<file path="config.mk">
export PLATFORM = sky130hd
export DESIGN_NAME = pipeline_control_unit
export DESIGN_NICKNAME = d
export VERILOG_FILES = /design/src/rtl/pipeline_pkg.sv /design/src/rtl/hazard_detection_unit.sv /design/src/rtl/pipeline_control_unit.sv
export SDC_FILE = /design/constraint.sdc
export NUM_CORES = 1
export LEC_CHECK = 0
export CAP_MARGIN = 15
export CORE_AREA = 2 2 47 49
export CTS_CLUSTER_DIAMETER = 80
export DETAILED_ROUTE_END_ITERATION = 12
export DIE_AREA = 0 0 49 51
export GPL_ROUTABILITY_DRIVEN = 0
export PLACE_DENSITY = 0.81
export SYNTH_ARGS = -nofsm -noshare
export SYNTH_HDL_FRONTEND = slang
export SYNTH_SLANG_ARGS = --single-unit
</file>
<file path="constraint.sdc">
create_clock -name i_clk -period 3.95 [get_ports i_clk]
set_input_delay 0.79 -clock i_clk [delete_from_list [all_inputs] [get_ports i_clk]]
set_output_delay 0.79 -clock i_clk [all_outputs]
set_load 0.05 [all_outputs]
</file>
<file path="src/rtl/pipeline_pkg.sv">
// Shared constants for the MIPS pipeline control slice: opcodes, functs, FSM states.
package pipeline_pkg;

   localparam logic [5:0] OP_RTYPE   = 6'b000000;
   localparam logic [5:0] OP_BEQ     = 6'b000100;
   localparam logic [5:0] OP_BNE     = 6'b000101;
   localparam logic [5:0] FUNCT_JR   = 6'b001000;
   localparam logic [5:0] FUNCT_JALR = 6'b001001;

   localparam int DRAIN_CYCLES_DEFAULT = 4;

   typedef enum logic [2:0] {
      ST_IDLE      = 3'd0,
      ST_RUN       = 3'd1,
      ST_STEP_WAIT = 3'd2,
      ST_STEP_EXEC = 3'd3,
      ST_DRAIN     = 3'd4,
      ST_HALTED    = 3'd5
   } state_t;

endpackage

</file>
<file path="src/rtl/hazard_detection_unit.sv">
// Combinational load-use and branch/JR operand hazard detection for the ID stage.
module hazard_detection_unit
   import pipeline_pkg::*;
#(
   parameter int NB_REG_ADDR = 5
)
(
   input  logic [5:0]             i_id_opcode,
   input  logic [5:0]             i_id_funct,
   input  logic [NB_REG_ADDR-1:0] i_id_rs,
   input  logic [NB_REG_ADDR-1:0] i_id_rt,
   input  logic                   i_ex_mem_read,
   input  logic                   i_ex_wb_write,
   input  logic [NB_REG_ADDR-1:0] i_ex_rd_dst,
   input  logic                   i_mem_mem_read,
   input  logic [NB_REG_ADDR-1:0] i_mem_rd_dst,
   output logic                   o_hazard
);

   logic is_branch;
   logic is_jump_reg;
   logic load_use;
   logic ex_dep;
   logic mem_dep;

   // Branches compare rs and rt in ID; JR/JALR only read rs.
   function automatic logic reads_reg(input logic [NB_REG_ADDR-1:0] dst,
                                      input logic [NB_REG_ADDR-1:0] rs,
                                      input logic [NB_REG_ADDR-1:0] rt,
                                      input logic                   use_rt);
      return (dst != '0) && ((dst == rs) || (use_rt && (dst == rt)));
   endfunction

   assign is_branch   = (i_id_opcode == OP_BEQ) || (i_id_opcode == OP_BNE);
   assign is_jump_reg = (i_id_opcode == OP_RTYPE) &&
                        ((i_id_funct == FUNCT_JR) || (i_id_funct == FUNCT_JALR));

   assign load_use = i_ex_mem_read && reads_reg(i_ex_rd_dst, i_id_rs, i_id_rt, 1'b1);
   assign ex_dep   = i_ex_wb_write && reads_reg(i_ex_rd_dst, i_id_rs, i_id_rt, is_branch);
   assign mem_dep  = i_mem_mem_read && reads_reg(i_mem_rd_dst, i_id_rs, i_id_rt, is_branch);

   assign o_hazard = load_use || ((is_branch || is_jump_reg) && (ex_dep || mem_dep));

endmodule

</file>
<file path="src/rtl/pipeline_control_unit.sv">
// Run-mode FSM, stage enables and hazard stall/flush for the 5-stage MIPS pipeline.
// Optional cycle counter output enabled by defining PIPE_CYCLE_COUNTER_EN.
module pipeline_control_unit
   import pipeline_pkg::*;
#(
   parameter int DRAIN_CYCLES = DRAIN_CYCLES_DEFAULT,
   parameter int NB_REG_ADDR  = 5
)
(
   input  logic                   i_clk,
   input  logic                   i_reset,
   input  logic                   i_start,
   input  logic                   i_step_mode,
   input  logic                   i_step,
   input  logic                   i_halt,
   input  logic                   i_jump,
   input  logic [5:0]             i_id_opcode,
   input  logic [5:0]             i_id_funct,
   input  logic [NB_REG_ADDR-1:0] i_id_rs,
   input  logic [NB_REG_ADDR-1:0] i_id_rt,
   input  logic                   i_ex_mem_read,
   input  logic                   i_ex_wb_write,
   input  logic [NB_REG_ADDR-1:0] i_ex_rd_dst,
   input  logic                   i_mem_mem_read,
   input  logic [NB_REG_ADDR-1:0] i_mem_rd_dst,
   output logic                   o_enable,
   output logic                   o_stall,
   output logic                   o_pc_write,
   output logic                   o_if_id_write,
   output logic                   o_if_id_flush,
   output logic                   o_done,
   output logic [2:0]             o_state
`ifdef PIPE_CYCLE_COUNTER_EN
   ,
   output logic [31:0]            o_cycle_count
`endif
);

   localparam int CNT_W = (DRAIN_CYCLES > 1) ? $clog2(DRAIN_CYCLES) : 1;

   state_t             state, state_next;
   logic [CNT_W-1:0]   drain_cnt, drain_cnt_next;
   logic               hazard;

   hazard_detection_unit #(.NB_REG_ADDR(NB_REG_ADDR)) u_hazard (
      .i_id_opcode    (i_id_opcode),
      .i_id_funct     (i_id_funct),
      .i_id_rs        (i_id_rs),
      .i_id_rt        (i_id_rt),
      .i_ex_mem_read  (i_ex_mem_read),
      .i_ex_wb_write  (i_ex_wb_write),
      .i_ex_rd_dst    (i_ex_rd_dst),
      .i_mem_mem_read (i_mem_mem_read),
      .i_mem_rd_dst   (i_mem_rd_dst),
      .o_hazard       (hazard)
   );

   // Enable depends on state alone so the stall it gates cannot loop back into the FSM.
   assign o_enable      = (state == ST_RUN) || (state == ST_STEP_EXEC) || (state == ST_DRAIN);
   assign o_stall       = o_enable && hazard;
   assign o_pc_write    = o_enable && !o_stall && (state != ST_DRAIN);
   assign o_if_id_write = o_pc_write;
   assign o_if_id_flush = o_enable && i_jump && !o_stall;
   assign o_done        = (state == ST_HALTED);
   assign o_state       = state;

   // NOTE: state registers use non-blocking assignments so every flop samples pre-edge values.
   always_ff @(posedge i_clk) begin
      if (i_reset) begin
         state     <= ST_IDLE;
         drain_cnt <= '0;
      end else begin
         state     <= state_next;
         drain_cnt <= drain_cnt_next;
      end
   end

   // NOTE: defaults first so no path through the case leaves a signal unassigned (no latches).
   always_comb begin
      state_next     = state;
      drain_cnt_next = drain_cnt;
      case (state)
         ST_IDLE:
            if (i_start) state_next = i_step_mode ? ST_STEP_WAIT : ST_RUN;
         ST_RUN:
            if (i_halt && !o_stall) begin
               state_next     = ST_DRAIN;
               drain_cnt_next = CNT_W'(DRAIN_CYCLES - 1);
            end
         ST_STEP_WAIT:
            if (i_step) state_next = ST_STEP_EXEC;
         ST_STEP_EXEC:
            if (i_halt && !o_stall) begin
               state_next     = ST_DRAIN;
               drain_cnt_next = CNT_W'(DRAIN_CYCLES - 1);
            end else begin
               state_next = ST_STEP_WAIT;
            end
         ST_DRAIN:
            if (drain_cnt == '0) state_next = ST_HALTED;
            else                 drain_cnt_next = drain_cnt - 1'b1;
         ST_HALTED:
            state_next = ST_HALTED;
         default:
            state_next = ST_IDLE;
      endcase
   end

`ifdef PIPE_CYCLE_COUNTER_EN
   always_ff @(posedge i_clk) begin
      if (i_reset)       o_cycle_count <= '0;
      else if (o_enable) o_cycle_count <= o_cycle_count + 32'd1;
   end
`endif

endmodule

</file>
### Word-level counts from Yosys, hierarchy flattened

Index checks and enable logic that the tools add are counted.
W data, S select, Z words.

* register bits: 5
* input port bits: 42
* output and inout bits: 9
* logic and storage cells: 69

* $add $sub $neg: 1
* eq/ne operators: 20
* muxes and demuxes: 10
* reduce and logical (&&, ||, !) cells: 36

Operators by type and width (count)
* $eq A5 B5 Y1: 4
* $pmux W3 S6: 1
* $logic_and A1 B1 Y1: 16
* $mux W3: 5
* $eq A6 B3 Y1 const B: 2
* $eq A6 B4 Y1 const B: 2
* $logic_or A1 B1 Y1: 10
* $reduce_bool A5 Y1: 2
* $eq A3 B2 Y1 const B: 2
* $eq A3 B3 Y1 const B: 2
* $logic_not A6 Y1: 1
* $mux W2: 3
* $ne A2 B1 Y1 const B: 3
* $ne A2 B2 Y1 const B: 3
* $pmux W2 S2: 1
* $reduce_and A4 Y1: 1
* $eq A3 B1 Y1 const B: 1
* $logic_not A3 Y1: 1
* $ne A3 B3 Y1 const B: 1
* $reduce_and A3 Y1: 1
* $logic_not A2 Y1: 1
* $reduce_bool A2 Y1: 1
* $reduce_or A2 Y1: 1
* $sub A2 B1 Y2 const B: 1
* $logic_not A1 Y1: 1

### Longest topological paths before layout

* depth after elaboration: 14
* gate-level depth with buffers: 7
* mapped depth without buffers: 6

### By module

Synthesis repeated with hierarchy kept, for this count alone.

* cell total of the unflattened synthesis: 80
* area total of the unflattened synthesis: 690.7 µm²

Modules (own cells, without submodules)
* hazard_detection_unit: times used 1, cells an instance 42, area an instance 350.3 µm², sequential area each 0.0 µm²
* pipeline_control_unit: times used 1, cells an instance 38, area an instance 340.3 µm², sequential area each 100.1 µm²

### Worst setup path after synthesis

No wires, ideal clock.

* kind: reg2out
* start point: register state[2], in the netlist o_state[2]
* end point: output port o_if_id_flush
* arrival time: 2.939 ns
* data required time: 3.160 ns
* slack: 0.221 ns
* cell stages (with the launch flop): 5
* path buffers: 0
* cell sequence: dfxtp_1 > nand2b_1 > o21ai_0 > nand2_1 > nor2_1

* cells in the longest elaborated chain, start to end: 6
* elaborated cells on any way between the ends: 9
* classes of those cells: 3 x eq/ne; 6 x reduce/logical

Ends and longest elaborated chain
* start, declared: line pipeline_control_unit.sv:41 `state_t state, state_next;`
* start signal, assigned: line pipeline_control_unit.sv:73 `state <= state_next;`
* $eq A3 B1 Y1 / $eq A3 B2 Y1 (equally long branches): line pipeline_control_unit.sv:59 `assign o_enable = (state == ST_RUN) || (state == ST_STEP_EXEC) || (state == ST_DRAIN);`
* $logic_or A1 B1 Y1: line pipeline_control_unit.sv:59
* $logic_or A1 B1 Y1 *: line pipeline_control_unit.sv:59
* named net o_enable: line pipeline_control_unit.sv:26 `output logic o_enable,`
* $logic_and A1 B1 Y1: line pipeline_control_unit.sv:60 `assign o_stall = o_enable && hazard;`
* $logic_not A1 Y1: line pipeline_control_unit.sv:63 `assign o_if_id_flush = o_enable && i_jump && !o_stall;`
* $logic_and A1 B1 Y1 *: line pipeline_control_unit.sv:63
* end, declared: line pipeline_control_unit.sv:30 `output logic o_if_id_flush,`

The timed path passes the listed nets; every way through them passes the cells marked *.

### Worst setup path after layout

* start point: input port i_id_opcode[1]
* end point: output port o_stall

* cells in the longest elaborated chain, start to end: 10
* elaborated cells on any way between the ends: 18
* classes of those cells: 2 x eq/ne; 16 x reduce/logical

Ends and longest elaborated chain
* start, declared: line pipeline_control_unit.sv:17 `input logic [5:0] i_id_opcode,`
* $eq A6 B3 Y1: line hazard_detection_unit.sv:34 `assign is_branch = (i_id_opcode == OP_BEQ) || (i_id_opcode == OP_BNE);`
* $logic_or A1 B1 Y1: line hazard_detection_unit.sv:34
* $logic_and A1 B1 Y1: line hazard_detection_unit.sv:31 `return (dst != '0) && ((dst == rs) || (use_rt && (dst == rt)));`
* $logic_or A1 B1 Y1: line hazard_detection_unit.sv:31
* $logic_and A1 B1 Y1: line hazard_detection_unit.sv:31
* $logic_and A1 B1 Y1, on equally long branches: line hazard_detection_unit.sv:39, hazard_detection_unit.sv:40
* $logic_or A1 B1 Y1: line hazard_detection_unit.sv:42 `assign o_hazard = load_use || ((is_branch || is_jump_reg) && (ex_dep || mem_dep));`
* $logic_and A1 B1 Y1 *: line hazard_detection_unit.sv:42
* $logic_or A1 B1 Y1 *: line hazard_detection_unit.sv:42
* $logic_and A1 B1 Y1 *: line pipeline_control_unit.sv:60
* end, declared: line pipeline_control_unit.sv:27 `output logic o_stall,`

Mark *: on every way between the ends. The rest lies on a longest branch, timed or not.

==> impl_metrics.json <==
{
  "status": "finished clean",
  "preCtsSetupSlack_ns": 0.508,
  "netlist_area_um2": 674,
  "portBuffers": 49,
  "reg2reg_to": "o_state[0]",
  "hold_violations": 0,
  "drt_wl_total_um": 1970,
  "antenna_left": 0,
  "synth.yosys.seq_area_share": 0.148,
  "setup_ws_ns": 0.522,
  "vias_per_cell": 5.04,
  "final_nets": 183,
  "async_reset_ff_frac": 0,
  "r2r_cells": 5,
  "grt_pass1_wl_um": 3350,
  "min_path_type": "reg -> reg",
  "vias": 842,
  "drt_iter0_drc": 21,
  "dieHeight_um": 51,
  "power_density_nw_per_um2": 221,
  "irDropWorstVdd_v": 0.000251,
  "antenna_found_initial": 0,
  "hp-start": "drain_cnt[0]",
  "whs_endpoint": "drain_cnt[0]",
  "fin_worst_skew_ns": 0.00676,
  "root_buffer": "clkbuf_4",
  "numCtsBuffers": 3,
  "holdBufCountCts": 0,
  "tightest_slew_ns": 0.503,
  "gr-total-overflow": 0,
  "whs_path_depth": 2,
  "coreArea_um2": 2060,
  "cp_data_required_time_ns": 3.16,
  "post_cts_buffers": 0,
  "ff2ff_setup_slack_ns": 2.42,
  "min_period_ns": 3.43,
  "fin_area_um2": 1220,
  "rsz0062_at_grt": "false",
  "critPathKind": "in -> out",
  "final_layout_size_suffix_gt1_frac": 0.108,
  "fin_crit_sh": 0.868,
  "crit_arrival_ns": 2.64,
  "crit_chain": "clkdlybuf4s50_1 > nor4_4 > nand2_1 > nor4_1 > o2111ai_2 > nand3_2 > and2_1 > buf_12",
  "crit_fanout": 5,
  "firstDrtPassIters": 4,
  "syn-mean-instance-area_um2": 7.75,
  "clk_transition_reported_paths_ns": 0.05,
  "die-area_um2": 2500,
  "finalMaxSlewViolations": 0,
  "clock.fmax_mhz": 292,
  "finalSetupViolations": 0,
  "synth.net_count": 130,
  "grt_pass1_vias": 808,
  "area_growth_pct": 81.1,
  "grt_start_max_net_pins": 9,
  "fin_tns_setup_ns": 0,
  "cts_tree": "built",
  "ys.flop_type": "dfxtp_1",
  "clk_latency_ns": 0.25,
  "synth_warnings": 0,
  "ctsResizeCount": 0,
  "grt_usage": 0.170,
  "synth_cell_types": 32,
  "clock_sinks": 5,
  "maxSlewHeadroom": 0.664,
  "dpl.hpwl_um": 1710,
  "start_util": 0.327,
  "clockBufferDepth": 2,
  "routedWlPerCell_um": 11.8,
  "post_dp_cell_area_um2": 1190,
  "ys_ff_latch": 5,
  "worst_path_max_delay_cell": "clkdlybuf4s50_1",
  "drc_errors": 0,
  "h-tree-depth": 1,
  "maxCapViolCount": 0,
  "cp-end-kind": "primary output",
  "synthCells": 87,
  "io_pins": 51,
  "n_antenna_cell": 0,
  "synth-edff-count": 0,
  "max_stage_delay_ns": 0.44,
  "die_width_um": 49,
  "worst_setup_path_start_kind": "input pin",
  "r2r_start": "o_state[1]",
  "rows": 17,
  "p_leak_nw": 0.430
}
==> synthesized netlist by cell type (2+ instances only) <==
cell        n  share of area
xnor2_1    13           0.17
nor2_1     10          0.056
nand2_1     8          0.045
xor2_1      7          0.091
nor3_1      6          0.045
dfxtp_1     5           0.15
inv_1       5          0.028
nand3_1     3          0.022
a21oi_1     2          0.015
nand2b_1    2          0.019
nor3_2      2          0.030
nor4_1      2          0.019
o2111ai_2   2          0.045
o31a_1      2          0.026
==> critical path, delay by kind of cell <==
kind,cells,cell delay [ns]
simple gates,5,1.10
compound gates,1,0.16
buf+inv,2,0.59
==> state kept, by name (all words and copies together) (netlist names) <==
signal and count:
drain_cnt 2, o_state 3
==> stage by stage <==
stage	power (mW)	hold WS, ns	std cells	utilization
floorplan	0.139	0.494	87	-
CTS	0.272	0.519	167	0.592
detailed placement	0.209	0.513	163	0.579
global route	0.286	0.586	167	0.592
finish	0.269	0.526	167	0.592
global placement	0.206	0.506	163	0.579
==> report_power, final <==
group / internal, mW / switching, mW
Sequential: 0.0552 / 0.00585
Clock: 0.0383 / 0.0229
Combinational: 0.0745 / 0.0727
Total: 0.168 / 0.101
==> layer usage <==
metal / part of all wire / track usage / vias up
li1: - / - / 414
met1: 0.41 / 0.183 / 388
met2: 0.50 / 0.313 / 38
met3: 0.084 / 0.0643 / 2
met4: 0.0086 / 0.0429 / 0
met5: 0 / 0 / -
==> cell families after synthesis <==
kind of cell	share of synthesized area
AND/OR/NAND/NOR	0.323
XOR/XNOR	0.260
AO/OA/AOI/OAI	0.195
buffers and inverters	0.0390
flip-flops	0.148
multiplexers	0.0167
adder cells (fa/ha/maj)	0.0185
==> area by class of cell <==
class / count / area (um2)
multi-input cells: 76 / 548
inverters: 5 / 18.8
well taps: 28 / 35.0
repair buffers: 49 / 493
clock buffers: 4 / 26.3
flip-flops and latches: 5 / 100
fillers: 196 / 842
==> placed cells by master (no fill, tap or decap) <==
cell / Yosys / routed
nand2b_1: 2 / 2
or4b_1: 1 / 1
a31oi_1: 1 / 1
o21a_2: 1 / 1
nor2b_1: 1 / 1
nor3_1: 6 / 6
nor2_1: 10 / 10
inv_1: 5 / 5
o211ai_2: 1 / 1
a21oi_1: 2 / 2
nand4_1: 1 / 1
o31a_1: 2 / 2
nand2_1: 8 / 8
clkdlybuf4s50_1: 0 / 45
a221oi_1: 1 / 1
nor3_2: 2 / 2
buf_12: 0 / 1
nor4_1: 2 / 2
nor4_4: 1 / 1
xnor2_1: 13 / 13
ha_1: 1 / 1
nand3_1: 3 / 3
o22a_1: 1 / 1
o21ai_0: 1 / 1
dfxtp_1: 5 / 5
o311a_1: 1 / 1
and2_1: 1 / 1
o22ai_1: 1 / 1
clkbuf_1: 0 / 1
xor2_1: 7 / 7
buf_4: 1 / 3
o2111ai_2: 2 / 2
nand3_2: 1 / 1
o31ai_1: 1 / 1
clkbuf_4: 0 / 3
mux2_1: 1 / 1
==> worst max-delay path by stage <==
stage                               from       endpoint  slack (ns)  depth (start not counted)
final                     i_id_opcode[1]        o_stall        0.52                          8
after CTS                 i_id_opcode[1]        o_stall        0.51                          8
after global routing      i_id_opcode[1]        o_stall        0.37                          8
after global placement    i_id_opcode[1]        o_stall        0.54                          8
after floorplan               o_state[2]  o_if_id_flush        0.22                          4
after detailed placement  i_id_opcode[1]        o_stall        0.51                          8
Power figures use the tool's default switching activity.
